===== src/rtl/alu_exec_stage_if.sv =====
// alu_exec_stage_if: request/response bundle between the ALU control unit,
// the execute stage and the writeback path.
// master = upstream/writeback side, slave = execute stage.
interface alu_exec_stage_if #(
   parameter int WIDTH = 16
);
   logic             in_valid;
   logic             in_ready;
   logic [3:0]       ALUCtrl;
   logic [WIDTH-1:0] a;
   logic [WIDTH-1:0] b;
   logic             out_valid;
   logic             out_ready;
   logic [WIDTH-1:0] result;
   logic             zero;
   logic             carry;
   logic             ovf;
   logic             illegal;

   modport master (
      output in_valid, ALUCtrl, a, b, out_ready,
      input  in_ready, out_valid, result, zero, carry, ovf, illegal
   );

   modport slave (
      input  in_valid, ALUCtrl, a, b, out_ready,
      output in_ready, out_valid, result, zero, carry, ovf, illegal
   );
endinterface


===== src/rtl/alu_exec_stage.sv =====
// alu_exec_stage: registered ALU execute stage with valid/ready on both sides.
// Single-cycle ops load the result register directly. The iterative
// shift-add multiplier is compiled in only when ALU_MUL_EN is defined;
// otherwise opcode 1010 is reported as illegal like 1100-1111.
module alu_exec_stage #(
   parameter int WIDTH = 16
) (
   input  logic            clk,
   input  logic            rst,
   alu_exec_stage_if.slave bus
);
   localparam int SHW = $clog2(WIDTH);

   localparam logic [3:0] OP_ADD   = 4'b0000;
   localparam logic [3:0] OP_SUB   = 4'b0001;
   localparam logic [3:0] OP_AND   = 4'b0010;
   localparam logic [3:0] OP_OR    = 4'b0011;
   localparam logic [3:0] OP_XOR   = 4'b0100;
   localparam logic [3:0] OP_NOR   = 4'b0101;
   localparam logic [3:0] OP_SLT   = 4'b0110;
   localparam logic [3:0] OP_SLL   = 4'b0111;
   localparam logic [3:0] OP_SRL   = 4'b1000;
   localparam logic [3:0] OP_SRA   = 4'b1001;
   localparam logic [3:0] OP_PASSB = 4'b1011;
`ifdef ALU_MUL_EN
   localparam logic [3:0] OP_MUL   = 4'b1010;
`endif

   typedef enum logic {S_IDLE = 1'b0, S_MUL = 1'b1} state_t;

   state_t           r_state;
   logic             r_out_valid;
   logic [WIDTH-1:0] r_result;
   logic             r_zero;
   logic             r_carry;
   logic             r_ovf;
   logic             r_illegal;

`ifdef ALU_MUL_EN
   logic [WIDTH-1:0] r_mcand;
   logic [WIDTH-1:0] r_mplier;
   logic [WIDTH-1:0] r_acc;
   logic [SHW-1:0]   r_count;
   logic [WIDTH-1:0] w_acc_next;
`endif

   logic             w_in_ready;
   logic             w_in_fire;
   logic             w_out_fire;
   logic [WIDTH:0]   w_sum;
   logic [WIDTH:0]   w_diff;
   logic [SHW-1:0]   w_shamt;
   logic [WIDTH-1:0] w_result;
   logic             w_carry;
   logic             w_ovf;
   logic             w_illegal;
   logic             w_zero;

   // Input may be taken only in IDLE and only if the result slot frees up this cycle.
   assign w_in_ready = (r_state == S_IDLE) && (!r_out_valid || bus.out_ready);
   assign w_in_fire  = bus.in_valid && w_in_ready;
   assign w_out_fire = r_out_valid && bus.out_ready;

   assign w_sum   = {1'b0, bus.a} + {1'b0, bus.b};
   assign w_diff  = {1'b0, bus.a} - {1'b0, bus.b};
   assign w_shamt = bus.b[SHW-1:0];

`ifdef ALU_MUL_EN
   assign w_acc_next = r_mplier[0] ? (r_acc + r_mcand) : r_acc;
`endif

   // Single-cycle result and flags; unassigned codes give 0 with only illegal set.
   always_comb begin
      w_result  = '0;
      w_carry   = 1'b0;
      w_ovf     = 1'b0;
      w_illegal = 1'b0;
      case (bus.ALUCtrl)
         OP_ADD: begin
            w_result = w_sum[WIDTH-1:0];
            w_carry  = w_sum[WIDTH];
            w_ovf    = (bus.a[WIDTH-1] == bus.b[WIDTH-1]) &&
                       (w_sum[WIDTH-1] != bus.a[WIDTH-1]);
         end
         OP_SUB: begin
            w_result = w_diff[WIDTH-1:0];
            w_carry  = !w_diff[WIDTH];
            w_ovf    = (bus.a[WIDTH-1] != bus.b[WIDTH-1]) &&
                       (w_diff[WIDTH-1] != bus.a[WIDTH-1]);
         end
         OP_AND:   w_result = bus.a & bus.b;
         OP_OR:    w_result = bus.a | bus.b;
         OP_XOR:   w_result = bus.a ^ bus.b;
         OP_NOR:   w_result = ~(bus.a | bus.b);
         OP_SLT:   w_result = {{(WIDTH-1){1'b0}}, ($signed(bus.a) < $signed(bus.b))};
         OP_SLL:   w_result = bus.a << w_shamt;
         OP_SRL:   w_result = bus.a >> w_shamt;
         OP_SRA:   w_result = WIDTH'($signed(bus.a) >>> w_shamt);
         OP_PASSB: w_result = bus.b;
         default:  w_illegal = 1'b1;
      endcase
   end

   // An illegal op reports all flags other than illegal as 0, including zero.
   assign w_zero = (w_result == '0) && !w_illegal;

   // Control FSM plus output and multiplier registers.
   always_ff @(posedge clk or posedge rst) begin
      if (rst) begin
         r_state     <= S_IDLE;
         r_out_valid <= 1'b0;
         r_result    <= '0;
         r_zero      <= 1'b0;
         r_carry     <= 1'b0;
         r_ovf       <= 1'b0;
         r_illegal   <= 1'b0;
`ifdef ALU_MUL_EN
         r_mcand     <= '0;
         r_mplier    <= '0;
         r_acc       <= '0;
         r_count     <= '0;
`endif
      end else begin
         case (r_state)
            S_IDLE: begin
               if (w_out_fire) begin
                  r_out_valid <= 1'b0;
               end
               if (w_in_fire) begin
`ifdef ALU_MUL_EN
                  if (bus.ALUCtrl == OP_MUL) begin
                     r_mcand     <= bus.a;
                     r_mplier    <= bus.b;
                     r_acc       <= '0;
                     r_count     <= '0;
                     r_out_valid <= 1'b0;
                     r_state     <= S_MUL;
                  end else
`endif
                  begin
                     r_result    <= w_result;
                     r_zero      <= w_zero;
                     r_carry     <= w_carry;
                     r_ovf       <= w_ovf;
                     r_illegal   <= w_illegal;
                     r_out_valid <= 1'b1;
                  end
               end
            end
            default: begin
`ifdef ALU_MUL_EN
               // One shift-add step per cycle; the last step writes the result directly.
               r_acc    <= w_acc_next;
               r_mcand  <= r_mcand << 1;
               r_mplier <= r_mplier >> 1;
               r_count  <= r_count + 1'b1;
               if (r_count == SHW'(WIDTH - 1)) begin
                  r_result    <= w_acc_next;
                  r_zero      <= (w_acc_next == '0);
                  r_carry     <= 1'b0;
                  r_ovf       <= 1'b0;
                  r_illegal   <= 1'b0;
                  r_out_valid <= 1'b1;
                  r_state     <= S_IDLE;
               end
`else
               r_state <= S_IDLE;
`endif
            end
         endcase
      end
   end

   assign bus.in_ready  = w_in_ready;
   assign bus.out_valid = r_out_valid;
   assign bus.result    = r_result;
   assign bus.zero      = r_zero;
   assign bus.carry     = r_carry;
   assign bus.ovf       = r_ovf;
   assign bus.illegal   = r_illegal;
endmodule


===== src/flat_wrapper.sv =====
// flat-port wrapper written by rule: the top's interface ports become plain ports
module alu_exec_stage_flat 
#(
   parameter int WIDTH = 16
)
  (clk, rst, bus_in_valid, bus_ALUCtrl, bus_a, bus_b, bus_out_ready, bus_in_ready, bus_out_valid, bus_result, bus_zero, bus_carry, bus_ovf, bus_illegal);
  alu_exec_stage_if #(.WIDTH(WIDTH)) bus_i ();
  input  logic clk;
  input  logic rst;
  input wire logic [$bits(bus_i.in_valid)-1:0] bus_in_valid;
  input wire logic [$bits(bus_i.ALUCtrl)-1:0] bus_ALUCtrl;
  input wire logic [$bits(bus_i.a)-1:0] bus_a;
  input wire logic [$bits(bus_i.b)-1:0] bus_b;
  input wire logic [$bits(bus_i.out_ready)-1:0] bus_out_ready;
  output wire logic [$bits(bus_i.in_ready)-1:0] bus_in_ready;
  output wire logic [$bits(bus_i.out_valid)-1:0] bus_out_valid;
  output wire logic [$bits(bus_i.result)-1:0] bus_result;
  output wire logic [$bits(bus_i.zero)-1:0] bus_zero;
  output wire logic [$bits(bus_i.carry)-1:0] bus_carry;
  output wire logic [$bits(bus_i.ovf)-1:0] bus_ovf;
  output wire logic [$bits(bus_i.illegal)-1:0] bus_illegal;
  assign bus_i.in_valid = bus_in_valid;
  assign bus_i.ALUCtrl = bus_ALUCtrl;
  assign bus_i.a = bus_a;
  assign bus_i.b = bus_b;
  assign bus_i.out_ready = bus_out_ready;
  assign bus_in_ready = bus_i.in_ready;
  assign bus_out_valid = bus_i.out_valid;
  assign bus_result = bus_i.result;
  assign bus_zero = bus_i.zero;
  assign bus_carry = bus_i.carry;
  assign bus_ovf = bus_i.ovf;
  assign bus_illegal = bus_i.illegal;
  alu_exec_stage #(.WIDTH(WIDTH)) u_core (.clk(clk), .rst(rst), .bus(bus_i));
endmodule

===== config.mk =====
export PLATFORM = sky130hd
export DESIGN_NAME = alu_exec_stage_flat
export DESIGN_NICKNAME = d
export VERILOG_FILES = /design/src/rtl/alu_exec_stage_if.sv /design/src/rtl/alu_exec_stage.sv /design/src/flat_wrapper.sv
export SDC_FILE = /design/constraint.sdc
export NUM_CORES = 1
export LEC_CHECK = 0
export CORE_MARGIN = 2
export CORE_UTILIZATION = 56
export DETAILED_ROUTE_END_ITERATION = 12
export PLACE_DENSITY = 0.81
export SLEW_MARGIN = 10
export SYNTH_ARGS = -nofsm -noshare
export SYNTH_HDL_FRONTEND = slang
export SYNTH_SLANG_ARGS = --single-unit

===== constraint.sdc =====
create_clock -name clk -period 2.6 [get_ports clk]
set_input_delay 0.52 -clock clk [delete_from_list [all_inputs] [get_ports clk]]
set_output_delay 0.52 -clock clk [all_outputs]
set_load 0.02 [all_outputs]

==> impl_metrics.py, run 1 <==
metrics = {
    "outcome": {
        "stop_stage": "5_1_grt",
        "status": "stopped before the end",
        "tool.error": "[ERROR GRT-0116] Global routing finished with congestion. Check the congestion regions in the DRC Viewer.",
    },
    "synth": {
        "synth-edff-count": 0,
        "post_synth_num_cell_types": 78,
        "syn_inst": 739,
        "synth.cell_area_um2": 5433,
        "avgSynthCellArea_um2": 7.351,
        "muxShareOfSynthArea_pct": 14.97,
        "synth_compound_area_share_pct": 29.23,
        "syn-num-nets": 830,
        "async_flop_share_pct": 100.0,
        "synth_top_family_by_area": "compound AO/OA/AOI/OAI gates",
        "synthSimpleGateAreaFrac_pct": 25.43,
        "synth-xor-area-share_pct": 0.1612,
        "ys_seq_elements": 21,
        "yosys_most_used_dff": "dfrtp_1",
        "yosys_warnings": 0,
        "synthAdderAreaFrac_pct": 12.02,
        "ys_seq_area_share_pct": 9.673,
    },
    "placed_design": {
        "dp_hpwl_mm": 19.70,
        "place_area_um2": 7860,
        "numPortBuffers": 61,
        "gp_congestion": 1.135,
    },
    "die": {
        "fp-row-count": 35,
        "start_util_pct": 58.24,
        "io-pin-count": 62,
        "die_w_um": 102.5,
        "fp.dieH_um": 102.5,
    },
    "clock_tree": {
        "cts_buffers": 3,
        "htree_levels": 1,
        "cts_buffer_depth": 2,
        "clockRootBuffer": "clkbuf_8",
        "cts_num_sinks": 21,
    },
    "global_routing": {
        "overflow": 264,
        "grt_max_degree": 25,
        "grt_pass1_wl_mm": 67.68,
        "grt_pass1_vias": 11042,
        "grt_use_total_pct": 83.92,
    },
}
==> metal layers <==
layer | GRT usage (%) | GRT overflow
met3 | 67.59 | 3
met4 | 93.54 | 93
met2 | 102.4 | 164
met5 | 33.17 | 0
met1 | 79.12 | 4
==> Yosys cell counts, drive strengths merged, types with 6 or more instances <==
library cell | instances | area share (%)
a211oi | 16 | 2.2
a21oi | 44 | 4.1
a22oi | 10 | 1.5
a31oi | 7 | 0.81
and2 | 6 | 0.69
buf | 29 | 2.9
clkbuf | 36 | 2.5
dfrtp | 21 | 9.7
ha | 49 | 11
inv | 44 | 3.0
mux2 | 11 | 2.3
mux2i | 25 | 4.6
mux4 | 19 | 8.1
nand2 | 77 | 5.3
nand2b | 16 | 1.8
nand3 | 11 | 1.0
nand4 | 9 | 1.0
nor2 | 68 | 4.7
nor2b | 20 | 2.3
nor3 | 22 | 2.0
o2111ai | 6 | 0.97
o211ai | 8 | 1.1
o21ai | 50 | 4.6
o221ai | 11 | 1.8
o31ai | 6 | 0.83
==> cells by family after synthesis <==
group                    count (synthesis)
AND/OR/NAND/NOR                        272
XOR/XNOR                                 1
adder cells (fa/ha/maj)                 51
AO/OA/AOI/OAI                          229
multiplexers                            55
buffers and inverters                  110
flip-flops                              21
==> per-stage QoR <==
| step | TNS, ns | setup WS (ns) | instances | utilization (%) |
|---|---|---|---|---|
| after floorplan | -1.291 | -0.3982 | 739 | - |
| after global placement | -11.48 | -1.088 | 1105 | 84.27 |
| after detailed placement | -13.58 | -1.235 | 1105 | 84.27 |
| after CTS | -1.113 | -0.3485 | 1156 | 97.46 |
==> what timing repair did <==
| action | 4_1_cts |
|---|---|
| cloned | 2 |
| endpoints found under the setup margin | 19 |
| pin swaps | 65 |
| setup buffers | 45 |
| hold buffers | 0 |
| resized for setup | 310 |
==> run 2, diff against run 1 <==
--- a/config.mk
+++ b/config.mk
@@ -6,9 +6,9 @@
 export NUM_CORES = 1
 export LEC_CHECK = 0
 export CORE_MARGIN = 2
-export CORE_UTILIZATION = 56
+export CORE_UTILIZATION = 40
 export DETAILED_ROUTE_END_ITERATION = 12
-export PLACE_DENSITY = 0.81
+export PLACE_DENSITY_LB_ADDON = 0.15
 export SLEW_MARGIN = 10
 export SYNTH_ARGS = -nofsm -noshare
 export SYNTH_HDL_FRONTEND = slang
==> run 2 against run 1 <==
Net effect:
- the flow now finishes, with violations (negative setup slack)
- synthesized area unchanged
- synthesized cell count unchanged
==> impl_metrics.py, run 2 <==
metrics = {
    "critical_path": {
        "path_class": "primary input to flop",
        "reg2reg_to": "u_core.bus.zero$_DFFE_PP0P_",
        "worstPathRequired_ns": 2.77,
        "rrSetupSlack_ns": 0.63,
        "cp-end-kind": "flop",
        "start_kind": "primary input",
        "r2r-start": "u_core.bus.out_valid$_DFFE_PP0P_",
        "crit_end": "u_core.bus.zero$_DFFE_PP0P_",
        "r2r_cells": 8,
        "path_max_fanout": 5,
        "worstSetupStartpoint": "bus_b[1]",
        "arrival_ns": 3.17,
    },
    "clock_tree": {
        "cts.clk_slew.worst_paths_ns": 0.05,
        "clockRootBuffer": "clkbuf_16",
        "htree_levels": 1,
        "cts_buffers": 3,
        "cts_buffer_depth": 2,
        "cts_tree": "yes",
        "ctsHoldBuffers": 0,
        "cts_num_sinks": 21,
        "clk_latency_ns": 0.26,
    },
    "layout": {
        "diodes": 0,
        "final_core_util_pct": 74.71,
        "area_growth_pct": 82.11,
        "final_common_cell": "buf_4",
        "final_nets": 1165,
        "largest_reg_flops": 16,
        "final_cell_mix": "buf_4 (289), nand2_1 (72), nor2_1 (59)",
        "seq_area_um2": 525.5,
        "fill_cells": 1003,
        "final_layout_size_suffix_gt1_share_pct": 52.75,
        "multiInputGateArea_um2": 5495,
    },
    "global_routing": {
        "gr-usage-met2_pct": 64.16,
        "antenna_found_initial": 0,
        "gr-max-usage-layer": "met2",
        "overflow": 0,
        "use_met1_pct": 48.06,
        "grt_use_total_pct": 38.30,
        "grt_pass1_wl_mm": 43.13,
        "grt_max_degree": 26,
        "grt_pass1_vias": 7701,
        "use_met3_pct": 4.198,
    },
    "die": {
        "start_util_pct": 41.02,
        "die_w_um": 120.5,
        "fp.dieH_um": 120.5,
        "core_um2": 13240,
        "fp-row-count": 42,
        "dieArea_um2": 14530,
        "io-pin-count": 62,
    },
    "synth": {
        "yosysTopAreaCellShare_pct": 11.29,
        "yosys.area.top_type": "ha_1",
        "yosys_most_used_dff": "dfrtp_1",
        "synth-edff-count": 0,
        "synth_commonest_cells": "nand2_1 (77), nor2_1 (68), ha_1 (49), o21ai_0 (49)",
        "syn-num-nets": 830,
        "ys_seq_area_share_pct": 9.673,
        "syn_inst": 739,
        "avgSynthCellArea_um2": 7.351,
        "synthTopCellsByArea": "ha_1 (11%), dfrtp_1 (9.7%), mux4_2 (6.6%), nand2_1 (5.3%), nor2_1 (4.7%)",
        "synth_most_common_cell": "nand2_1",
        "yosys_warnings": 0,
        "post_synth_num_cell_types": 78,
        "synth.cell_area_um2": 5433,
        "ys_seq_elements": 21,
        "async_flop_share_pct": 100.0,
    },
    "routing": {
        "wl_mm": 28.57,
        "vias": 7673,
        "drc": 0,
        "drtPass1Iterations": 6,
        "ant_nets": 0,
        "wl_per_cell_um": 22.87,
        "routed_via_density": 6.143,
        "drt_iter0_drc": 870,
    },
    "sta": {
        "setup_slack_ns": -0.4013,
        "max_slew_margin_pct": 39.23,
        "skew_ns": 0.001080,
        "grt_setup_unrepaired": "true",
        "setup_tns_ns": -1.508,
        "worstMarginPinSlew_ns": 0.9091,
        "clock.fmax_mhz": 333.2,
        "finalCritPeriodShare_pct": 115.4,
        "hold_viol": 0,
        "setup_viol": 10,
        "fin_crit_ns": 3.001,
        "drv_slew": 0,
    },
    "power_and_ir_drop": {
        "p_per_area_nw_per_um2": 292.8,
        "p_total_uw": 2897,
        "leakage_uw": 0.004299,
        "vdd_drop_max_mv": 0.1619,
    },
    "job": {
        "cap_violations": 0,
    },
    "outcome": {
        "violations": "negative setup slack",
        "status": "finished with violations",
    },
    "min_path": {
        "hold_class": "flop to flop",
    },
    "placed_design": {
        "dp_hpwl_mm": 21.02,
        "numPortBuffers": 61,
        "gp_congestion": 0.9907,
    },
}
[run 2: cell counts after synthesis]
No cell type changed its count.
[run 2: cell type report]
| type | count | share of cell area (%) |
|---|---|---|
| repair buffers | 395 | 34.00 |
| inverters | 45 | 2.112 |
| flip-flops and latches | 21 | 5.312 |
| clock inverters | 1 | 0.05059 |
| clock buffers | 3 | 0.7588 |
| well taps | 176 | 2.226 |
| multi-input cells | 608 | 55.55 |
[run 2: timing repair]
action	4_1_cts	5_1_grt
resized for setup	341	65
pin swaps	84	39
gates cloned	3	0
endpoints found under the setup margin	19	16
buffers inserted	59	15
[run 2: routing by layer]
metal / part of all wire (%) / up-vias / wire, µm
li1: - / 3436 / -
met1: 39 / 3630 / 11160
met2: 46 / 483 / 13020
met3: 8.2 / 124 / 2333
met4: 7.2 / 0 / 2061
met5: 0 / - / 0
[run 2: metrics by stage]
step / std cells / hold slack [ns] / setup slack (ns) / cell area, µm²
finish: 1249 / 0.4729 / -0.4013 / 9893
global route: 1249 / 0.5034 / -0.5032 / 9893
CTS: 1237 / 0.4811 / -0.3289 / 9544
detailed placement: 1175 / 0.4689 / -1.242 / 8092
global placement: 1175 / 0.4604 / -1.261 / 8092
floorplan: 739 / 0.4965 / -0.3982 / 5594
[run 2: worst min path at each step]
stage / from / endpoint / depth (start not counted)
after global placement: u_core.bus.result[10]$_DFFE_PP0P_ / u_core.bus.result[10]$_DFFE_PP0P_ / 2
after global routing: u_core.bus.result[5]$_DFFE_PP0P_ / u_core.bus.result[5]$_DFFE_PP0P_ / 2
after CTS: u_core.bus.result[5]$_DFFE_PP0P_ / u_core.bus.result[5]$_DFFE_PP0P_ / 2
after floorplan: rst / u_core.bus.carry$_DFFE_PP0P_ / 1
final: u_core.bus.result[5]$_DFFE_PP0P_ / u_core.bus.result[5]$_DFFE_PP0P_ / 2
after detailed placement: u_core.bus.result[5]$_DFFE_PP0P_ / u_core.bus.result[5]$_DFFE_PP0P_ / 2
[run 2: kinds of logic (layout without fill, tap and decap cells)]
kind of cell    Yosys count  after routing  share of synthesized area [%]
compound gates          229            229                          29.23
xor+xnor                  1              1                         0.1612
fa+ha+maj                51             51                          12.02
buf+inv                 110            444                          8.522
flops                    21             21                          9.673
mux                      55             55                          14.97
simple gates            272            272                          25.43
[run 2: critical path, stage by stage]
cell	delay [ns]
buf_12	0.10
clkinv_8	0.06
ha_4	0.26
a21o_1	0.21
and4_4	0.18
or2_4	0.25
a221o_1	0.42
a211oi_2	0.32
and4_1	0.29
nor4bb_4	0.20
nand4_1	0.12
o31ai_1	0.23
[run 2: power by group]
group          switching [µW]  internal [µW]
logic                    1070           1090
registers                29.1            381
clock network             119            207
total                    1220           1680
No activity file was read; power rests on OpenSTA's default activity.
